$ cat config.mk
export PLATFORM = sky130hd
export DESIGN_NAME = debounce_sync
export DESIGN_NICKNAME = d
export VERILOG_FILES = /design/src/rtl/debounce_sync.sv
export SDC_FILE = /design/constraint.sdc
export NUM_CORES = 1
export LEC_CHECK = 0
export CORE_MARGIN = 1
export CORE_UTILIZATION = 45
export CTS_CLUSTER_SIZE = 40
export DETAILED_ROUTE_END_ITERATION = 7
export PLACE_DENSITY_LB_ADDON = 0.25
export SKIP_LAST_GASP = 1
export SYNTH_ARGS = -nofsm -noshare
export SYNTH_HDL_FRONTEND = slang
export SYNTH_SLANG_ARGS = --single-unit
$ cat constraint.sdc
create_clock -name clk -period 5.7 [get_ports clk]
set_input_delay 0.855 -clock clk [delete_from_list [all_inputs] [get_ports clk]]
set_output_delay 0.855 -clock clk [all_outputs]
set_load 0.005 [all_outputs]
$ cat src/rtl/debounce_sync.sv
// -----------------------------------------------------------------------------
// debounce_sync
//
// Turns one raw, bouncing, asynchronous push-button/switch input into a clean
// clock-synchronous level, plus single-cycle rise/fall strobes and a counter
// of accepted rising edges.
//
// The raw input passes through a two-flop synchronizer. A four-state FSM then
// accepts a new value only after it has been seen for STABLE_CYCLES
// consecutive synchronized samples. Any reversion during qualification sends
// the FSM back to its stable state, so qualification restarts from zero.
//
// Parameters:
//   STABLE_CYCLES  consecutive synchronized samples needed to accept a value
//                  (legal range 2 .. 2**CNT_W-1)
//   CNT_W          width of the stability counter
//   EVT_W          width of evt_count
//
// Ports:
//   clk        in   system clock, rising edge
//   rst_n      in   asynchronous active-low reset
//   btn_in     in   raw asynchronous input
//   level      out  registered debounced level
//   rise       out  one-cycle strobe when level goes 0->1
//   fall       out  one-cycle strobe when level goes 1->0
//   evt_count  out  accepted rising edges, modulo 2**EVT_W
// -----------------------------------------------------------------------------
module debounce_sync #(
    parameter int STABLE_CYCLES = 1000000,
    parameter int CNT_W         = 20,
    parameter int EVT_W         = 8
) (
    input  logic             clk,
    input  logic             rst_n,
    input  logic             btn_in,
    output logic             level,
    output logic             rise,
    output logic             fall,
    output logic [EVT_W-1:0] evt_count
);

    typedef enum logic [1:0] {
        STABLE_LO = 2'd0,
        WAIT_HI   = 2'd1,
        STABLE_HI = 2'd2,
        WAIT_LO   = 2'd3
    } state_t;

    // The sample that enters a WAIT state already counts as the first one,
    // so acceptance happens when the count of earlier samples reaches
    // STABLE_CYCLES-1 and the current sample still agrees.
    localparam logic [CNT_W-1:0] CNT_LAST = CNT_W'(STABLE_CYCLES - 1);
    localparam logic [CNT_W-1:0] CNT_ONE  = CNT_W'(1);

    logic             sync1;
    logic             sync_out;
    state_t           state;
    logic [CNT_W-1:0] cnt;

    always_ff @(posedge clk or negedge rst_n) begin
        if (!rst_n) begin
            sync1     <= 1'b0;
            sync_out  <= 1'b0;
            state     <= STABLE_LO;
            cnt       <= '0;
            level     <= 1'b0;
            rise      <= 1'b0;
            fall      <= 1'b0;
            evt_count <= '0;
        end else begin
            // Two-flop synchronizer; only sync_out is used by the FSM.
            sync1    <= btn_in;
            sync_out <= sync1;

            // Strobes are single-cycle: cleared unless an acceptance sets them.
            rise <= 1'b0;
            fall <= 1'b0;

            case (state)
                STABLE_LO: begin
                    if (sync_out) begin
                        state <= WAIT_HI;
                        cnt   <= CNT_ONE;
                    end else begin
                        cnt   <= '0;
                    end
                end

                WAIT_HI: begin
                    if (!sync_out) begin
                        // Glitch rejected, no strobe.
                        state <= STABLE_LO;
                        cnt   <= '0;
                    end else if (cnt == CNT_LAST) begin
                        state     <= STABLE_HI;
                        cnt       <= '0;
                        level     <= 1'b1;
                        rise      <= 1'b1;
                        evt_count <= evt_count + 1'b1;
                    end else begin
                        cnt <= cnt + 1'b1;
                    end
                end

                STABLE_HI: begin
                    if (!sync_out) begin
                        state <= WAIT_LO;
                        cnt   <= CNT_ONE;
                    end else begin
                        cnt   <= '0;
                    end
                end

                WAIT_LO: begin
                    if (sync_out) begin
                        // Glitch rejected, no strobe.
                        state <= STABLE_HI;
                        cnt   <= '0;
                    end else if (cnt == CNT_LAST) begin
                        state <= STABLE_LO;
                        cnt   <= '0;
                        level <= 1'b0;
                        fall  <= 1'b1;
                    end else begin
                        cnt <= cnt + 1'b1;
                    end
                end

                default: begin
                    // Recovery from a corrupted state register.
                    state <= STABLE_LO;
                    cnt   <= '0;
                    level <= 1'b0;
                end
            endcase
        end
    end

endmodule

# ---- Yosys cells after proc, flatten, opt, wreduce, memory -nomap -nowiden
# Index checks and enable logic that the tools add are counted.
dict set report totals {
  reg_bits 35
  in_bits 3
  output_inout_bits 11
}
dict set report classes {
  add_sub_neg 2
  eq_ne 12
  mux 23
  reduce_logical 5
}
# op count
set ops {}
lappend ops {{20-bit case mux with 4 select lines} 1}
lappend ops {{20-bit two-way mux} 3}
lappend ops {{20-bit by 1-bit adder with 20-bit output, second input constant} 1}
lappend ops {{20-bit equality test, second input constant} 1}
lappend ops {{2-bit two-way mux} 6}
lappend ops {{2-bit != test, second input constant} 6}
lappend ops {{1-bit two-way mux} 11}
lappend ops {{8-bit by 1-bit adder with 8-bit output, second input constant} 1}
lappend ops {{2-bit case mux with 4 select lines} 1}
lappend ops {{3-bit != test, second input constant} 2}
lappend ops {{5-bit AND reduction} 1}
lappend ops {{2-bit equality test, second input constant} 2}
lappend ops {{4-bit AND reduction} 1}
lappend ops {{3-bit AND reduction} 1}
lappend ops {{2-bit by 1-bit equality test with 1-bit output, second input constant} 1}
lappend ops {{2-bit logical NOT} 1}
lappend ops {{1-bit case mux with 2 select lines} 1}
lappend ops {{2-bit nonzero test} 1}

# ---- Logic depth before layout (Yosys ltp)
dict set report logic_depth {
  ltp_word 4
  ltp_mapped 7
  depth_no_buf 5
}

# ---- Worst setup path after synthesis
# Ideal clock, no wire load.
dict set report synth_path {
  kind {flip-flop to flip-flop}
  from {register cnt[6]}
  to {register evt_count[1]}
  setup_time_ns 0.127
  t_arrival_ns 1.834
  required_time_ns 5.573
  slack_ns 3.739
  path_stages_with_launch 5
  period_less_slack_ns 1.961
  path_cell_list {dfrtp_1 > or4_4 > nor4_4 > and3_4 > mux2_1}
}
dict set report synth_via {
  elab_chain_cells 2
}
# element line
set synth_rtl {}
lappend synth_rtl {{from (decl)} 58} ;# logic [CNT_W-1:0] cnt;
lappend synth_rtl {{from (signal assigned)} 101} ;# cnt <= cnt + 1'b1;
lappend synth_rtl {{from (signal assigned)} 125} ;# cnt <= cnt + 1'b1;
lappend synth_rtl {{20-bit equality test} 94} ;# end else if (cnt == CNT_LAST) begin
lappend synth_rtl {{3-bit AND reduction (no source line)} --}
lappend synth_rtl {{to (signal assigned)} 99} ;# evt_count <= evt_count + 1'b1;
lappend synth_rtl {{to (decl)} 39} ;# output logic [EVT_W-1:0] evt_count
# Every way passes these cells.
# A chain may end at the register's enable or synchronous reset.

# ---- Worst setup path after layout
# Same ends and word-level chain as after synthesis.

==> results.cfg <==
[global_route]
grt_pass1_wl_mm = 5.56
grt.total_usage_pct = 18.5
grt_pass1_vias = 1213
antenna_found_initial = 0
grt_max_degree = 36
grt_overflow = 0

[pwr]
power.total_uw = 461
power_density_mw_per_mm2 = 241
power_frac_clock_pct = 42.5
power_switching_uw = 96.5
switching_share_pct = 20.9
power_leakage_nw = 0.825
ir_drop_mv = 0.154
p_seq_share_pct = 54.8
p_int_uw = 364
p_comb_share_pct = 2.7

[drt]
routed_wl_mm = 3.08
first_pass_iters = 4
vias_per_cell = 5.61
ant_nets = 0
wire_per_inst_um = 14.6
vias = 1184
drc_errors = 0
drt_iter0_drc = 51

[critical_path]
cp.required_ps = 5870
cp_max_fo = 13
cp.arrival_ps = 2560
end_kind = flop
start_kind = flop
worstSetupPathType = flop to flop

[sta]
hold_violations = 0
rsz0062_at_grt = false
max_freq_mhz = 417
finalCritPeriodShare_pct = 42.0
finalSetupViolations = 0
slew_headroom_pct = 56.4
finalClockSkew_ps = 2.50
tightestPinTransition_ps = 650
tns_ps = 0
drv_slew = 0
post-route-min-period_ps = 2400

[yosys]
synthTopCellsByArea = dfrtp_1 53%, xor2_1 5.8%, xnor2_1 5.3%
synth_top_cells_by_count = 35 x dfrtp_1, 14 x nor2_1, 12 x nand4_1
syn_area_per_cell_um2 = 11.3
synth_most_common_cell = dfrtp_1
yosysWarnings = 0
synthFlopType = dfrtp_1
ys_seq_elements = 35
seq_area_frac_synth_pct = 52.6
yosysUniqueCellTypes = 35
yosys.area.top_type_share_pct = 52.6
synthCells = 148
synth_area_mm2 = 0.00167
synth_async_sr_flop_share_pct = 100
yosysTopAreaCell = dfrtp_1
syn_nets = 153
synth_enable_flop_cells = 0

[status]
outcome = completed

[clocking]
cts_setup_buffers = 0
path_clk_slew_ps = 70
holdBufCountCts = 0
cts_tree = yes
cts.repair.resized = 0
clk_latency_ps = 290
clock_sinks = 35
clockBufferDepth = 2
cts_buffers = 5
h-tree-depth = 2
clockRootBuffer = clkbuf_8

[layout]
register_area_um2 = 876
fill_cells = 309
multi_input_area_um2 = 724
drive_above_1_share_pct = 9.09
diodes = 0
syn2layout_area_growth_pct = 14.9
final_nets = 169

[die]
die_y_um = 62.9
core_area_mm2 = 0.00344
die_x_um = 62.9
placementRows = 21
start_util_pct = 48.4
io-pin-count = 14
dieArea_mm2 = 0.00395

[flow_run]
maxCapViolCount = 0

[worst_hold_path]
hp-class = flop to flop

[placed_design]
gp_congestion = 0.731
dp_hpwl_mm = 2.10
io_buffers = 13
==> logic make-up (layout without fill, tap and decap cells) <==
logic type	count (synthesis)	count (layout)	share of synthesized area (%)
AND/OR/NAND/NOR	61	61	23.0
flip-flops	35	35	52.6
XOR/XNOR	21	21	11.0
AO/OA/AOI/OAI	17	17	6.61
buffers and inverters	10	27	3.98
adder cells (fa/ha/maj)	2	2	1.50
multiplexers	2	2	1.35
==> placed cells by master, fill, tap and decap left out, types with 2 or more instances in the layout <==
cell type / netlist / layout
or4_1: 3 / 3
dfrtp_1: 35 / 35
nand3_1: 6 / 6
xnor2_1: 10 / 10
xor2_1: 11 / 11
o31ai_1: 3 / 3
inv_1: 5 / 5
and3_1: 7 / 7
ha_1: 2 / 2
clkbuf_8: 0 / 7
a21oi_1: 7 / 7
or3_1: 2 / 2
mux2_1: 2 / 2
nor2_1: 14 / 14
and4_1: 3 / 3
nand4_1: 12 / 12
o21ai_0: 2 / 2
nand2_1: 4 / 4
clkdlybuf4s50_1: 0 / 13
==> critical path, stage by stage, from the launching register on <==
cell and delay, ps:
dfrtp_1 420, or4_4 560, nor4_4 640, and3_4 330, mux2_1 330
==> metrics by stage <==
| stage | hold slack, ps | cell area, um^2 | utilization (%) | setup slack (ps) | instances |
|---|---|---|---|---|---|
| 3_5_place_dp | 339 | 1810 | 52.7 | 3300 | 203 |
| 2_1_floorplan | 331 | 1670 | - | 3740 | 148 |
| 3_3_place_gp | 333 | 1810 | 52.7 | 3400 | 203 |
| 6_report | 350 | 1910 | 55.6 | 3300 | 211 |
| 5_1_grt | 356 | 1910 | 55.6 | 3160 | 211 |
| 4_1_cts | 354 | 1910 | 55.6 | 3290 | 211 |
==> final timing paths <==
| path | cells past startpoint | end | slack [ps] | startpoint |
|---|---|---|---|---|
| setup / recovery | 4 | evt_count[1] | 3300 | cnt[6] |
| hold / removal | 0 | sync_out | 350 | sync1 |
| setup reg to reg | 4 | evt_count[1] | 3300 | cnt[6] |
| hold reg to reg | 0 | sync_out | 350 | sync1 |
| max in group asynchronous | 2 | cnt[9] | 4400 | rst_n |
| min in group asynchronous | 2 | evt_count[1] | 980 | rst_n |
==> area by class of cell <==
cell class	count	share of cell area, %
Tap cell	46	3.01
Sequential cell	35	45.8
Clock buffer	8	5.23
Inverter	5	0.980
Timing Repair Buffer	14	7.19
Multi-Input combinational cell	103	37.8
==> state kept, by name, indices dropped and copies added, names as in the netlist, named ones only <==
| signal | count |
|---|---|
| sync_out | 1 |
| cnt | 20 |
| level | 1 |
| evt_count | 8 |
| sync1 | 1 |
| rise | 1 |
| fall | 1 |
| state | 1 |
==> metal layers <==
layer	vias to the layer above	part of all wire, %	GRT usage [%]
li1	563	-	-
met5	-	0	0
met2	17	49	29.6
met4	0	2.2	9.59
met3	8	3.2	4.93
met1	596	46	22.8
==> power groups by stage <==
stage / registers [mW] / logic (mW) / clock network, mW
2_1_floorplan: 0.257 / 0.00688 / 0
3_3_place_gp: 0.257 / 0.0127 / 0
3_5_place_dp: 0.257 / 0.0130 / 0
4_1_cts: 0.253 / 0.0131 / 0.201
5_1_grt: 0.253 / 0.0148 / 0.210
6_report: 0.253 / 0.0126 / 0.196
(Power assumes the default switching activity.)
==> edit 1, RTL diff (same settings) <==
Put one more register stage on the output `evt_count`, with the module's reset. The value now appears one clock later. The other outputs are not delayed to match.
--- a/src/rtl/debounce_sync.sv
+++ b/src/rtl/debounce_sync.sv
@@ -54,2 +54,4 @@
 
+    logic [EVT_W-1:0] evt_count_s0;
+
     logic             sync1;
@@ -68,3 +70,3 @@
             fall      <= 1'b0;
-            evt_count <= '0;
+            evt_count_s0 <= '0;
         end else begin
@@ -98,3 +100,3 @@
                         rise      <= 1'b1;
-                        evt_count <= evt_count + 1'b1;
+                        evt_count_s0 <= evt_count_s0 + 1'b1;
                     end else begin
@@ -138,2 +140,10 @@
 
+    always_ff @(posedge clk or negedge rst_n) begin
+        if (!rst_n) begin
+            evt_count <= '0;
+        end else begin
+            evt_count <= evt_count_s0;
+        end
+    end
+
 endmodule
Function: same outputs for any inputs over 10 cycles, from zero or initial values and one cycle with rst_n low; that may be too few to reach the edited logic, so the function may still have changed.
==> edit 1 against the original RTL <==
Combinational power is 6% higher; power is 19% higher; critical path type unchanged; worst setup slack better by 0.039 ns; clock power is 14% higher; wire length is 5.1% higher; highest routed layer unchanged; synthesized area is 14% higher; sequential cell count is 8 higher; design area is 13% higher; critical path depth stayed put; critical endpoint is now evt_count_s0[1].
==> edit 1: results (changes against the original RTL) <==
nNetsFinal: 186  # +10%
yosysSeqAreaShare_pct: 56.8  # +4.3 points
grt_pass1_vias: 1227  # +1.2%
largest_registers: "cnt (20), evt_count (8), evt_count_s0 (8)"
postSynthAreaPerCell_um2: 11.5  # +2.0%
p_leak_nw: 1.01  # +22%
synthToLayoutAreaGrowth_pct: 14.3
synth_nets: 170  # +11%
grt_usage_pct: 17.0  # -1.5 points
tightest_slew_ns: 0.904  # +0.255 ns
clk_pin_slew_ns: 0.08
yosys-top-cells-count: "43 x dfrtp_1, 15 x xor2_1, 13 x nor2_1"
filler_cell_count: 355  # +15%
r2r_start: "cnt[7]"
finalCriticalPeriod_ns: 2.36  # -0.0392 ns
ir_drop_mv: 0.169  # +9.6%
max_stage_delay_ns: 0.69  # +0.05 ns
reg2reg_slack_ns: 3.34  # +0.04 ns
crit_family: "simple AND/OR/NAND/NOR gates"
synthTopCellsByArea: "dfrtp_1 57%, xor2_1 6.9%, nor4_4 3.4%"
layout-drive-gt1-share_pct: 8.29  # -0.80 points
final_cells: 231  # +9.5%
endpoint: "evt_count_s0[1]"
grt_max_degree: 44  # +22%
hold_depth: 0  # unchanged
via_count: 1280  # +8.1%
place.port_buffers: 13  # unchanged
htree_levels: 2  # unchanged
placed_area_mm2: 0.00206  # +14%
totalWireLength_um: 3240  # +5.1%
place_inst: 224  # +10%
worstPathArrival_ns: 2.54  # -0.02 ns
fin_worst_skew_ns: 0.00722  # +0.00472 ns
holdWs_ns: 0.351  # +0.00118 ns
dp_hpwl_um: 2280  # +8.8%
diodes: 0  # unchanged
status: "completed"
place_congestion: 0.869  # +19%
clk_path_buf_depth: 2  # unchanged
netlist-cell-type-count: 34  # -2.9%
grt_first_pass_wirelength_um: 5570  # +0.13%
cp_slowest_cell: "or4_1"
cp_max_fo: 7  # -6
drt_iter0_markers: 53  # +3.9%
==> edit 1: cell types whose count changed after synthesis, moves of 2 or more <==
cell / before / now
dfrtp_1: 35 / 43
nor3_1: 0 / 8
xnor2_1: 10 / 5
clkbuf_1: 0 / 4
xor2_1: 11 / 15
and3_1: 7 / 4
nand4_1: 12 / 9
and2_1: 1 / 3
buf_2: 2 / 0
inv_1: 5 / 7
nand2_1: 4 / 6
nor4_4: 1 / 3
o21ai_0: 2 / 4
or3_1: 2 / 4
==> edit 1: logic make-up (layout without fill, tap and decap cells) <==
family / count (synthesis) / in the layout / synth area share, %
flip-flops: 43 / 43 / 56.8
XOR/XNOR: 20 / 20 / 9.25
AO/OA/AOI/OAI: 18 / 18 / 5.81
adder cells (fa/ha/maj): 2 / 2 / 1.32
multiplexers: 2 / 2 / 1.19
AND/OR/NAND/NOR: 68 / 68 / 22.9
buffers and inverters: 12 / 28 / 2.77
==> edit 1: layer usage <==
layer	global-route usage (%)	wire length, um	up-vias
met4	5.59	26	0
met5	0	0	-
met1	20.2	1400	638
met3	5.14	105	4
li1	-	-	613
met2	29.0	1710	25
==> edit 1: report_power, final <==
group          total, mW  switching, mW  internal (mW)  leakage [nW]
clock              0.224         0.0955          0.128        0.0513
sequential         0.310        0.00249          0.307         0.592
combinational     0.0134        0.00973        0.00368         0.363
total              0.547          0.108          0.439          1.01
==> edit 1: final cells by class <==
class | instances | share of cell area (%)
timing repair buffer | 14 | 6.12
sequential | 43 | 49.7
multi-input combinational | 110 | 35.4
tap | 50 | 2.89
inverter | 7 | 1.21
clock buffer | 6 | 3.35
clock inverter | 1 | 1.39
==> edit 2, RTL diff (config.mk and constraints unchanged) <==
Without the edit above. `CNT_W`: 20 -> 40.
--- a/src/rtl/debounce_sync.sv
+++ b/src/rtl/debounce_sync.sv
@@ -29,3 +29,3 @@
     parameter int STABLE_CYCLES = 1000000,
-    parameter int CNT_W         = 20,
+    parameter int CNT_W         = 40,
     parameter int EVT_W         = 8
Check against the original RTL: no difference found for any inputs over 10 cycles, from zero or initial values and one cycle with rst_n low; that may be too few to reach the edited logic, so the function may still have changed.
==> edit 2 against the original RTL <==
Non-clock buffer count rose by 1; worst setup slack got worse by 0.027 ns; global-route usage rose by 1.6 points; sequential cell count rose by 20; wire length rose by 86%; maximum frequency fell by 1.1%; via count rose by 70%; design area rose by 60%; synthesized area rose by 69%; power rose by 36%; sequential share of layout area fell by 0.87 points; largest power group unchanged; die area rose by 66%.
==> edit 2: results (changes against the original RTL) <==
status: "completed"
grt_first_pass_wirelength_um: 9890  # +78%
clk_share_pct: 2.90  # -2.3 points
finish.instance_area_mm2: 0.00307  # +60%
met1Wirelength_um: 2890  # +110%
yosys-top-cells-count: "55 x dfrtp_1, 43 x nor2_1, 30 x xnor2_1"
placed_area_mm2: 0.00298  # +64%
max_freq_ghz: 0.413  # -1.1%
fin_worst_skew_ns: 0.00693  # +0.00442 ns
ir_drop_mv: 0.124  # -20%
clk_latency_ns: 0.31  # +0.02 ns
clk_pin_slew_ns: 0.10  # +0.03 ns
filler_cell_count: 540  # +75%
dp_hpwl_um: 3920  # +87%
netlist-cell-type-count: 34  # -2.9%
n_all_buffers: 15  # +1
postSynthAreaPerCell_um2: 10.2  # -9.5%
cp_max_fo: 39  # +26
grt_usage_pct: 20.2  # +1.6 points
avgViaCountPerCell: 5.57  # -0.73%
r2r_start: "cnt[0]"
grt_pass1_vias: 2020  # +67%
reg2reg_slack_ns: 3.28  # -0.03 ns
buf_share_pct: 4.57  # -2.6 points
grt_max_degree: 56  # +56%
layout-drive-gt1-share_pct: 7.34  # -1.7 points
wl_met3_um: 163  # +68%
seqCellArea_mm2: 0.00138  # +57%
synth_nets: 281  # +84%
synthTopCellsByArea: "dfrtp_1 49%, xnor2_1 9.3%, nor2_1 5.7%"
-- edit 2: changes by cell type in the layout (fill, tap and decap cells not counted), sizes merged, moves of 4 or more --
cell,before,now
xor2,11,16
dfrtp,35,55
a21oi,7,1
nand4,12,18
and4,4,8
xnor2,10,30
nor3,0,11
nand3,6,13
nor2,14,43
and2,1,5
nor4b,0,7
nor4,1,13
nand2,4,18
-- edit 2: logic make-up after synthesis --
family | synth area share (%)
AOI/OAI and AO/OA | 0.711
xor gates and xnor gates | 14.3
adders and majority gates | 0.889
buffers and inverters | 3.29
DFF | 48.9
muxes | 1.29
and+or+nand+nor | 30.6
-- edit 2: power groups by stage --
stage                     clock, mW  combinational, mW  sequential (mW)
after CTS                     0.221             0.0182            0.394
after detailed placement          0             0.0182            0.401
after global placement            0             0.0181            0.401
after global routing          0.237             0.0208            0.394
after floorplan                   0            0.00809            0.401
final                         0.214             0.0173            0.394
